===== src/rtl/demux_pkg.sv =====
// Shared geometry and word types for the registered 1-to-16 demultiplexer.
package demux_pkg;
  localparam int WIDTH_DEF = 32;
  localparam int DEPTH_DEF = 16;
  localparam int SEL_W_DEF = 4;
  localparam int CNT_W_DEF = 16;

  typedef logic [WIDTH_DEF-1:0] data_t;
  typedef logic [SEL_W_DEF-1:0] sel_t;
  typedef logic [CNT_W_DEF-1:0] cnt_t;
endpackage


===== src/rtl/demux_1x16_reg_if.sv =====
// Input handshake plus per-channel output bus of the demultiplexer.
interface demux_1x16_reg_if #(
    parameter int WIDTH             = demux_pkg::WIDTH_DEF,
    parameter int DEPTH             = demux_pkg::DEPTH_DEF,
    parameter int SELECT_LINE_DEPTH = demux_pkg::SEL_W_DEF,
    parameter int CNT_WIDTH         = demux_pkg::CNT_W_DEF
);
    logic [WIDTH-1:0]             din;
    logic [SELECT_LINE_DEPTH-1:0] sel;
    logic                         bcast;
    logic                         in_valid;
    logic                         in_ready;
    logic [WIDTH-1:0]             dout [DEPTH];
    logic [DEPTH-1:0]             out_valid;
    logic [DEPTH-1:0]             out_ready;
    logic [CNT_WIDTH-1:0]         load_cnt [DEPTH];

    modport master (
        output din, sel, bcast, in_valid, out_ready,
        input  in_ready, dout, out_valid, load_cnt
    );

    modport slave (
        input  din, sel, bcast, in_valid, out_ready,
        output in_ready, dout, out_valid, load_cnt
    );
endinterface


===== src/rtl/demux_out_slot.sv =====
// One output channel: single-entry holding register, valid flag and load counter.
module demux_out_slot
    import demux_pkg::*;
#(
    parameter int WIDTH     = WIDTH_DEF,
    parameter int CNT_WIDTH = CNT_W_DEF
) (
    input  logic                 clk,
    input  logic                 rst,
    input  logic                 load,
    input  logic [WIDTH-1:0]     din,
    input  logic                 rdy,
    output logic [WIDTH-1:0]     dout,
    output logic                 vld,
    output logic [CNT_WIDTH-1:0] cnt,
    output logic                 free
);
    logic [WIDTH-1:0]     dout_q;
    logic                 vld_q;
    logic [CNT_WIDTH-1:0] cnt_q;

    // A draining slot can take a new word on the same edge.
    assign free = !vld_q || rdy;

    always_ff @(posedge clk or negedge rst) begin
        if (!rst) begin
            dout_q <= '0;
            vld_q  <= 1'b0;
            cnt_q  <= '0;
        end else if (load) begin
            dout_q <= din;
            vld_q  <= 1'b1;
            cnt_q  <= cnt_q + 1'b1;
        end else if (vld_q && rdy) begin
            vld_q  <= 1'b0;
        end
    end

    assign dout = dout_q;
    assign vld  = vld_q;
    assign cnt  = cnt_q;
endmodule


===== src/rtl/demux_1x16_reg.sv =====
// Registered 1-to-16 demux: decode, all-or-nothing broadcast and the input ready.
module demux_1x16_reg
    import demux_pkg::*;
#(
    parameter int WIDTH             = WIDTH_DEF,
    parameter int DEPTH             = DEPTH_DEF,
    parameter int SELECT_LINE_DEPTH = SEL_W_DEF,
    parameter int CNT_WIDTH         = CNT_W_DEF
) (
    input  logic                 clk,
    input  logic                 rst,
    demux_1x16_reg_if.slave      bus
);
    logic [DEPTH-1:0] free;
    logic [DEPTH-1:0] hit;
    logic [DEPTH-1:0] load;
    logic             tgt_free;
    logic             accept;

    if (DEPTH != 2**SELECT_LINE_DEPTH) begin : g_geom_chk
        $fatal(1, "demux_1x16_reg: DEPTH must equal 2**SELECT_LINE_DEPTH");
    end

    always_comb begin
        hit = '0;
        if (bus.bcast) hit = '1;
        else           hit[bus.sel] = 1'b1;
    end

    // Broadcast waits until every channel can take the word.
    assign tgt_free     = bus.bcast ? &free : free[bus.sel];
    assign bus.in_ready = rst && tgt_free;
    assign accept       = bus.in_valid && bus.in_ready;
    assign load         = hit & {DEPTH{accept}};

    for (genvar k = 0; k < DEPTH; k++) begin : g_ch
        demux_out_slot #(
            .WIDTH     (WIDTH),
            .CNT_WIDTH (CNT_WIDTH)
        ) u_slot (
            .clk  (clk),
            .rst  (rst),
            .load (load[k]),
            .din  (bus.din),
            .rdy  (bus.out_ready[k]),
            .dout (bus.dout[k]),
            .vld  (bus.out_valid[k]),
            .cnt  (bus.load_cnt[k]),
            .free (free[k])
        );
    end
endmodule


===== src/flat_wrapper.sv =====
// flat-port wrapper written by rule: the top's interface ports become plain ports
module demux_1x16_reg_flat import demux_pkg::*;
#(
    parameter int WIDTH             = WIDTH_DEF,
    parameter int DEPTH             = DEPTH_DEF,
    parameter int SELECT_LINE_DEPTH = SEL_W_DEF,
    parameter int CNT_WIDTH         = CNT_W_DEF
)
  (clk, rst, bus_din, bus_sel, bus_bcast, bus_in_valid, bus_out_ready, bus_in_ready, bus_dout, bus_out_valid, bus_load_cnt);
  demux_1x16_reg_if #(.WIDTH(WIDTH), .DEPTH(DEPTH), .SELECT_LINE_DEPTH(SELECT_LINE_DEPTH), .CNT_WIDTH(CNT_WIDTH)) bus_i ();
  input  logic clk;
  input  logic rst;
  input wire logic [$bits(bus_i.din)-1:0] bus_din;
  input wire logic [$bits(bus_i.sel)-1:0] bus_sel;
  input wire logic [$bits(bus_i.bcast)-1:0] bus_bcast;
  input wire logic [$bits(bus_i.in_valid)-1:0] bus_in_valid;
  input wire logic [$bits(bus_i.out_ready)-1:0] bus_out_ready;
  output wire logic [$bits(bus_i.in_ready)-1:0] bus_in_ready;
  output wire logic [$bits(bus_i.dout)-1:0] bus_dout;
  output wire logic [$bits(bus_i.out_valid)-1:0] bus_out_valid;
  output wire logic [$bits(bus_i.load_cnt)-1:0] bus_load_cnt;
  assign bus_i.din = bus_din;
  assign bus_i.sel = bus_sel;
  assign bus_i.bcast = bus_bcast;
  assign bus_i.in_valid = bus_in_valid;
  assign bus_i.out_ready = bus_out_ready;
  assign bus_in_ready = bus_i.in_ready;
  assign bus_dout = {>>{bus_i.dout}};
  assign bus_out_valid = bus_i.out_valid;
  assign bus_load_cnt = {>>{bus_i.load_cnt}};
  demux_1x16_reg #(.WIDTH(WIDTH), .DEPTH(DEPTH), .SELECT_LINE_DEPTH(SELECT_LINE_DEPTH), .CNT_WIDTH(CNT_WIDTH)) u_core (.clk(clk), .rst(rst), .bus(bus_i));
endmodule

===== config.mk =====
export PLATFORM = sky130hd
export DESIGN_NAME = demux_1x16_reg_flat
export DESIGN_NICKNAME = d
export VERILOG_FILES = /design/src/rtl/demux_pkg.sv /design/src/rtl/demux_1x16_reg_if.sv /design/src/rtl/demux_out_slot.sv /design/src/rtl/demux_1x16_reg.sv /design/src/flat_wrapper.sv
export SDC_FILE = /design/constraint.sdc
export NUM_CORES = 1
export LEC_CHECK = 0
export CORE_AREA = 2 2 323 325
export CTS_CLUSTER_DIAMETER = 40
export DETAILED_ROUTE_END_ITERATION = 16
export DIE_AREA = 0 0 325 327
export MAX_ROUTING_LAYER = met4
export PLACE_DENSITY = 0.58
export SYNTH_ARGS = -nofsm -noshare
export SYNTH_HDL_FRONTEND = slang
export SYNTH_SLANG_ARGS = --single-unit

===== constraint.sdc =====
create_clock -name clk -period 4.7 [get_ports clk]
set_clock_uncertainty 0.15 [all_clocks]
set_input_delay 0.47 -clock clk [delete_from_list [all_inputs] [get_ports clk]]
set_output_delay 0.47 -clock clk [all_outputs]
set_load 0.01 [all_outputs]

== Yosys cells after proc, flatten, opt, wreduce, memory -nomap -nowiden ==
Cells that the tools add are included.

* Register bits: 784
* Input port bits: 56
* Logic and storage cells: 173

* $add $sub $neg: 16
* Order comparisons: 2
* Mux-type cells: 38
* Bitwise gates (word level): 1
* Reduce and logical (&&, ||, !) cells: 68

{| class="wikitable"
|+ Operators with widths
! kind !! count
|-
| adder 16 x 1 -> 16 bit, second input constant || 16
|-
| 2-to-1 mux 1 bit || 35
|-
| nonzero test 2 bit || 16
|-
| logical AND 1 bit || 19
|-
| AND 16 bit || 1
|-
| zero test 1 bit || 16
|-
| logical OR 1 bit || 16
|-
| 2-to-1 mux 16 bit || 1
|-
| AND reduction 16 bit || 1
|-
| less-than comparator 4 x 5 -> 1 bit, second input constant || 1
|-
| binary-select mux 1 bit (select 4 bit) || 1
|-
| demux 1 bit (select 4 bit) || 1
|-
| greater-or-equal comparator 4 x 1 -> 1 bit, second input constant || 1
|}

== Longest topological paths before layout ==
* Depth in word-level cells: 9
* Mapped depth: 12
* Gate-level depth less buffers: 8

== Cells and area by module ==
From an unflattened synthesis, not the netlist that was laid out.

* Cells, all modules: 2,208
* Area, all modules: 31,798.0 µm²

{| class="wikitable"
|+ Modules (own cells, without submodules)
! module !! instances !! cells an instance !! area an instance (µm²) !! seq. area each (µm²)
|-
| demux_out_slot || 16 || 133 || 1,954.4 || 1,226.2
|-
| demux_1x16_reg || 1 || 80 || 528.0 || 0.0
|}

== Worst setup path after synthesis ==
Ideal clock, no wire load.

* Kind: in2reg
* From: input port bus_sel[2]
* To: register u_core.g_ch[2].u_slot.dout_q[10]
* Library setup time: 128 ps
* Data arrival time: 2,500 ps
* Data required time: 4,422 ps
* Path slack: 1,922 ps
* Cell stages on the path: 9
* Buffers on the path: 3
* Path through: clkbuf_1 -> nand2_1 -> a221o_1 -> o21ai_4 -> o31ai_4 -> buf_6 -> nor3_2 -> buf_2 -> mux2_1

* Longest elaborated chain between the ends: 6
* Elaborated cells on any way between the ends: 12
* Classes of those cells: 2 x order compare; 6 x mux; 1 x bitwise; 3 x reduce/logical

{| class="wikitable"
|+ Ends and longest elaborated chain
! item !! RTL line !! RTL
|-
| start: declaration || flat_wrapper.sv:14 || <nowiki>input wire logic [$bits(bus_i.sel)-1:0] bus_sel;</nowiki>
|-
| less-than comparator 4 x 5 -> 1 bit (implied by the code) (tied with other cells) || demux_1x16_reg.sv:27 || <nowiki>else hit[bus.sel] = 1'b1;</nowiki>
|-
| logical AND 1 bit (implied by the code) or 2-to-1 mux 1 bit (tied branches) || demux_1x16_reg.sv:27, demux_1x16_reg.sv:31 ||
|-
| 2-to-1 mux 1 bit, on equally long branches || demux_1x16_reg.sv:27, demux_1x16_reg.sv:31 ||
|-
| demux 1 bit (select 4 bit) or logical AND 1 bit (tied branches) || n/a ||
|-
| 2-to-1 mux 16 bit or logical AND 1 bit (tied branches) || demux_1x16_reg.sv:26, demux_1x16_reg.sv:33 ||
|-
| AND 16 bit * || demux_1x16_reg.sv:34 || <nowiki>assign load = hit & {DEPTH{accept}};</nowiki>
|-
| end signal: assignment || demux_out_slot.sv:31 || <nowiki>dout_q <= din;</nowiki>
|-
| end: declaration || demux_out_slot.sv:18 || <nowiki>logic [WIDTH-1:0] dout_q;</nowiki>
|}

Mark *: on every way between the ends. The rest lies on a longest branch, timed or not. The select of a mux whose other input is x is not followed.
A chain may end at the register's enable or synchronous reset.

== Final worst setup path ==
* From: input port bus_sel[1]
* To: output port bus_in_ready

* Longest elaborated chain between the ends: 4

{| class="wikitable"
|+ Ends and longest elaborated chain
! item !! RTL line !! RTL
|-
| binary-select mux 1 bit (select 4 bit) || demux_1x16_reg.sv:31 || <nowiki>assign tgt_free = bus.bcast ? &free : free[bus.sel];</nowiki>
|-
| 2-to-1 mux 1 bit (implied by the code) || demux_1x16_reg.sv:31 ||
|-
| 2-to-1 mux 1 bit || demux_1x16_reg.sv:31 ||
|-
| logical AND 1 bit || demux_1x16_reg.sv:32 || <nowiki>assign bus.in_ready = rst && tgt_free;</nowiki>
|-
| end: declaration || flat_wrapper.sv:18 || <nowiki>output wire logic [$bits(bus_i.in_ready)-1:0] bus_in_ready;</nowiki>
|}

No other way between the ends. The select of a mux whose other input is x is not followed.

==> impl_results.md <==
* Detailed placer's ending HPWL at 80.2 mm
* Top sig layer: met4
* GRT overflow at 0
* H-tree Lvls at 4
* Crit Path Max Fanout at 19
* Reg-to-reg startpoint: u_core.g_ch[10].u_slot.vld$_DFFE_PN0P_
* Slowest CP cell: clkdlybuf4s50_1
* Vias in the first global route at 23,700
* Ys Warns at 0
* Max Freq at 261 MHz
* Final Hold Vio Count at 0
* Drt pass-1 iters at 5
* Critical path cell sequence: clkdlybuf4s50_1 -> nor2b_1 -> a221o_1 -> o21ai_4 -> nor3_2 -> a21oi_1 -> clkdlybuf4s50_1
* Post-Syn Area at 31,700 um^2
* Num CTS Buffers at 132
* Initial antenna violation count at 8
* Pwr Total at around 30,000 uW
* Max incr delay on CP at 940 ps
* Worst R2R Path Depth at 9
* Post-Route Setup TNS at 0 ps
* CTS Root Cell: clkbuf_16
* Vias/cell at 4.72
* Hold Crit Class: input pin to async pin
* Post-Route Utilization at 45.4%
* Routed length on met2 at about 57 mm
* Measured slew at the worst slew-check pin at 1210 ps
* Initial Util at between 30 and 40%
* Status: finished, final reports clean
* Clock Sinks at 784
* Detailed route wirelength on metal3 at 8.84 mm
* Post-Synthesis Cells at 2,543
* Placed Cells at between 4,000 and 5,000
* Worst Setup Start Kind: input pin
* Num ports at 841
* Synth async-reset ratio at 100%
* Row count at around 120
* Final Max Tran Viols at 0
* Minimum clock period at 3840 ps
* Post-CTS Setup Bufs at 0
* Critical Path AT at 3220 ps
* CTS tree: done
* Placeable Area at between 100,000 and 150,000 um^2
* Non-Filler Instances at 4,904
* Setup violations, final at 0
* Crit path buf inv count at 2
* Crit path top cell by count: clkdlybuf4s50_1
* Via count at 23,200
* Worst-Skew Late Latency at 720 ps
* Register bit total from synthesis at 784
* Final period util at between 80% and 90%
* Die area at between 100,000 and 150,000 um^2
* Syn_nets at between 2,000 and 3,000
* Post-DR wirelength/cell at 23.8 um
* CP Class: input pin to output pin
* Relative slew slack at a little under a fifth
* Nets at 3,485
* Post-route ant nets at 0
* Pin count of the biggest net entering global routing at between 150 and 200
* Setup crit end kind: output pin
* DRT iter0 DRCs at 1,387
* Sequential share of the synthesized area at 61.8%
* Area Growth Syn to Fin at 47.3%
* Wl on met1 at 46.2 mm
* Drt total wl at 117 mm
* Main synth FF type: dfrtp_1
* Crit Reg-Reg Endpoint: u_core.g_ch[13].u_slot.dout[17]$_DFFE_PN0P_
* Maximum vdd ir drop at 452 uV
* Number of fill cells in the layout at 9,450
* Mapped Avg Cell Area at 12.5 um^2
* Drt drc at 0
* Leak at 0.0205 uW
* Worst-path clk slew at 50 ps
* Flop-to-flop setup slack at 1470 ps
* Synth cell types at 49
* Clock Tree Buf Depth at 3
* First-pass GRT wire length at 170 mm
* Die Y at between 300 and 400 um
* Maxcap violations at 0
* Port Buffers at 840
* Cell family with most CP delay: buffers and inverters
* Pwr Density at 638 nW/um^2
* Gr usage total at between 20 and 25%
* Unrepaired setup endpoints after global routing: no
* Post-synth EDFFs at 0
* Critical Path RT at 4080 ps
* Die width at about 330 um
* Gpl congestion at 0.859
* Layout cells sized above 1 at between 15 and 20%
-- worst max-delay path by stage --
stage                           from                                    endpoint  slack (ps)  cells after the start
after floorplan           bus_sel[2]  u_core.g_ch[2].u_slot.dout[10]$_DFFE_PN0P_        1920                      9
after global placement    bus_sel[0]      u_core.g_ch[13].u_slot.vld$_DFFE_PN0P_         660                      8
after detailed placement  bus_sel[0]      u_core.g_ch[13].u_slot.vld$_DFFE_PN0P_         590                      8
after CTS                 bus_sel[1]                                bus_in_ready         930                      7
after global routing      bus_sel[1]                                bus_in_ready         780                      7
final                     bus_sel[1]                                bus_in_ready         860                      7
-- routing by layer --
layer  GRT usage, %  vias up
li1               -    10400
met5              -        -
met4           10.3        0
met1           25.6    11700
met2           35.8      852
met3           7.29      208
-- what timing repair did --
action	CTS	global route
resized for setup	0	0
hold endpoints to repair	99	0
hold buffers	1	0
-- synth_stat cells, drive strengths merged, types with 39 or more instances --
cell type / count / area (um^2)
clkbuf: 88 / 330
nand3: 77 / 385
xor2: 80 / 701
mux2: 396 / 4460
nand2: 495 / 1860
nor3: 52 / 317
buf: 68 / 410
dfrtp: 784 / 19600
nand4: 84 / 526
and3: 66 / 413
xnor2: 160 / 1400
nor2: 39 / 154
-- stage by stage --
| stage | worst slack [ps] | hold WS [ps] | area (um^2) |
|---|---|---|---|
| global route | 777 | 77.5 | 46700 |
| floorplan | 1920 | 24.4 | 31700 |
| detailed placement | 589 | 237 | 41800 |
| global placement | 665 | 242 | 41800 |
| finish | 864 | 89.9 | 46700 |
| CTS | 933 | 34.1 | 46700 |
-- worst reg2reg max path, delay by kind of cell, from the launching register on --
kind | cells | cell delay, ps
and+or+nand+nor | 4 | 560
buffers and inverters | 2 | 710
muxes | 1 | 510
DFF | 1 | 360
AOI/OAI and AO/OA | 2 | 860
-- registers in the layout, summed over array words and instances, names as in the netlist --
register / cells
u_core.g_ch.u_slot.cnt: 256
u_core.g_ch.u_slot.vld: 16
u_core.g_ch.u_slot.dout: 512
-- cell type report --
cell class	instances	area, um^2	area share, %
Sequential cell	784	19600	42.0
Multi-Input combinational cell	1588	11400	24.5
Timing Repair Buffer	892	8930	19.1
Clock buffer	155	3580	7.66
Tap cell	1380	1730	3.69
Clock inverter	87	1380	2.95
Inverter	15	56.3	0.120
Antenna cell	3	7.51	0.0161
-- report_power, final --
group	switching (uW)	internal, uW	total [uW]
registers	1380	8880	10300
logic	3960	4890	8850
clock network	3640	7070	10700
total	8980	20800	29800
-- layout by cell type, fill, tap and decap left out, drive strengths merged, types with 12 or more instances in the layout --
cell / netlist / final
ha: 16 / 16
a21oi: 14 / 14
nand4: 84 / 84
bufinv: 0 / 28
clkdlybuf4s50: 0 / 836
nor2: 39 / 39
nor4: 12 / 12
dfrtp: 784 / 784
and3: 66 / 66
clkinvlp: 0 / 13
mux2: 396 / 396
clkinv: 0 / 32
inv: 15 / 29
nand3: 77 / 77
clkbuf: 88 / 155
nor3: 52 / 52
and2: 15 / 15
nand2b: 16 / 16
nand2: 495 / 495
xor2: 80 / 80
buf: 68 / 55
xnor2: 160 / 160
-- cells by family after synthesis --
| group | synth area share (%) |
|---|---|
| mux | 14.1 |
| simple gates | 13.3 |
| fa+ha+maj | 0.631 |
| compound gates | 0.954 |
| buf+inv | 2.51 |
| xor+xnor | 6.62 |
| flops | 61.8 |
Note: power is estimated with default switching activity, not from simulation.
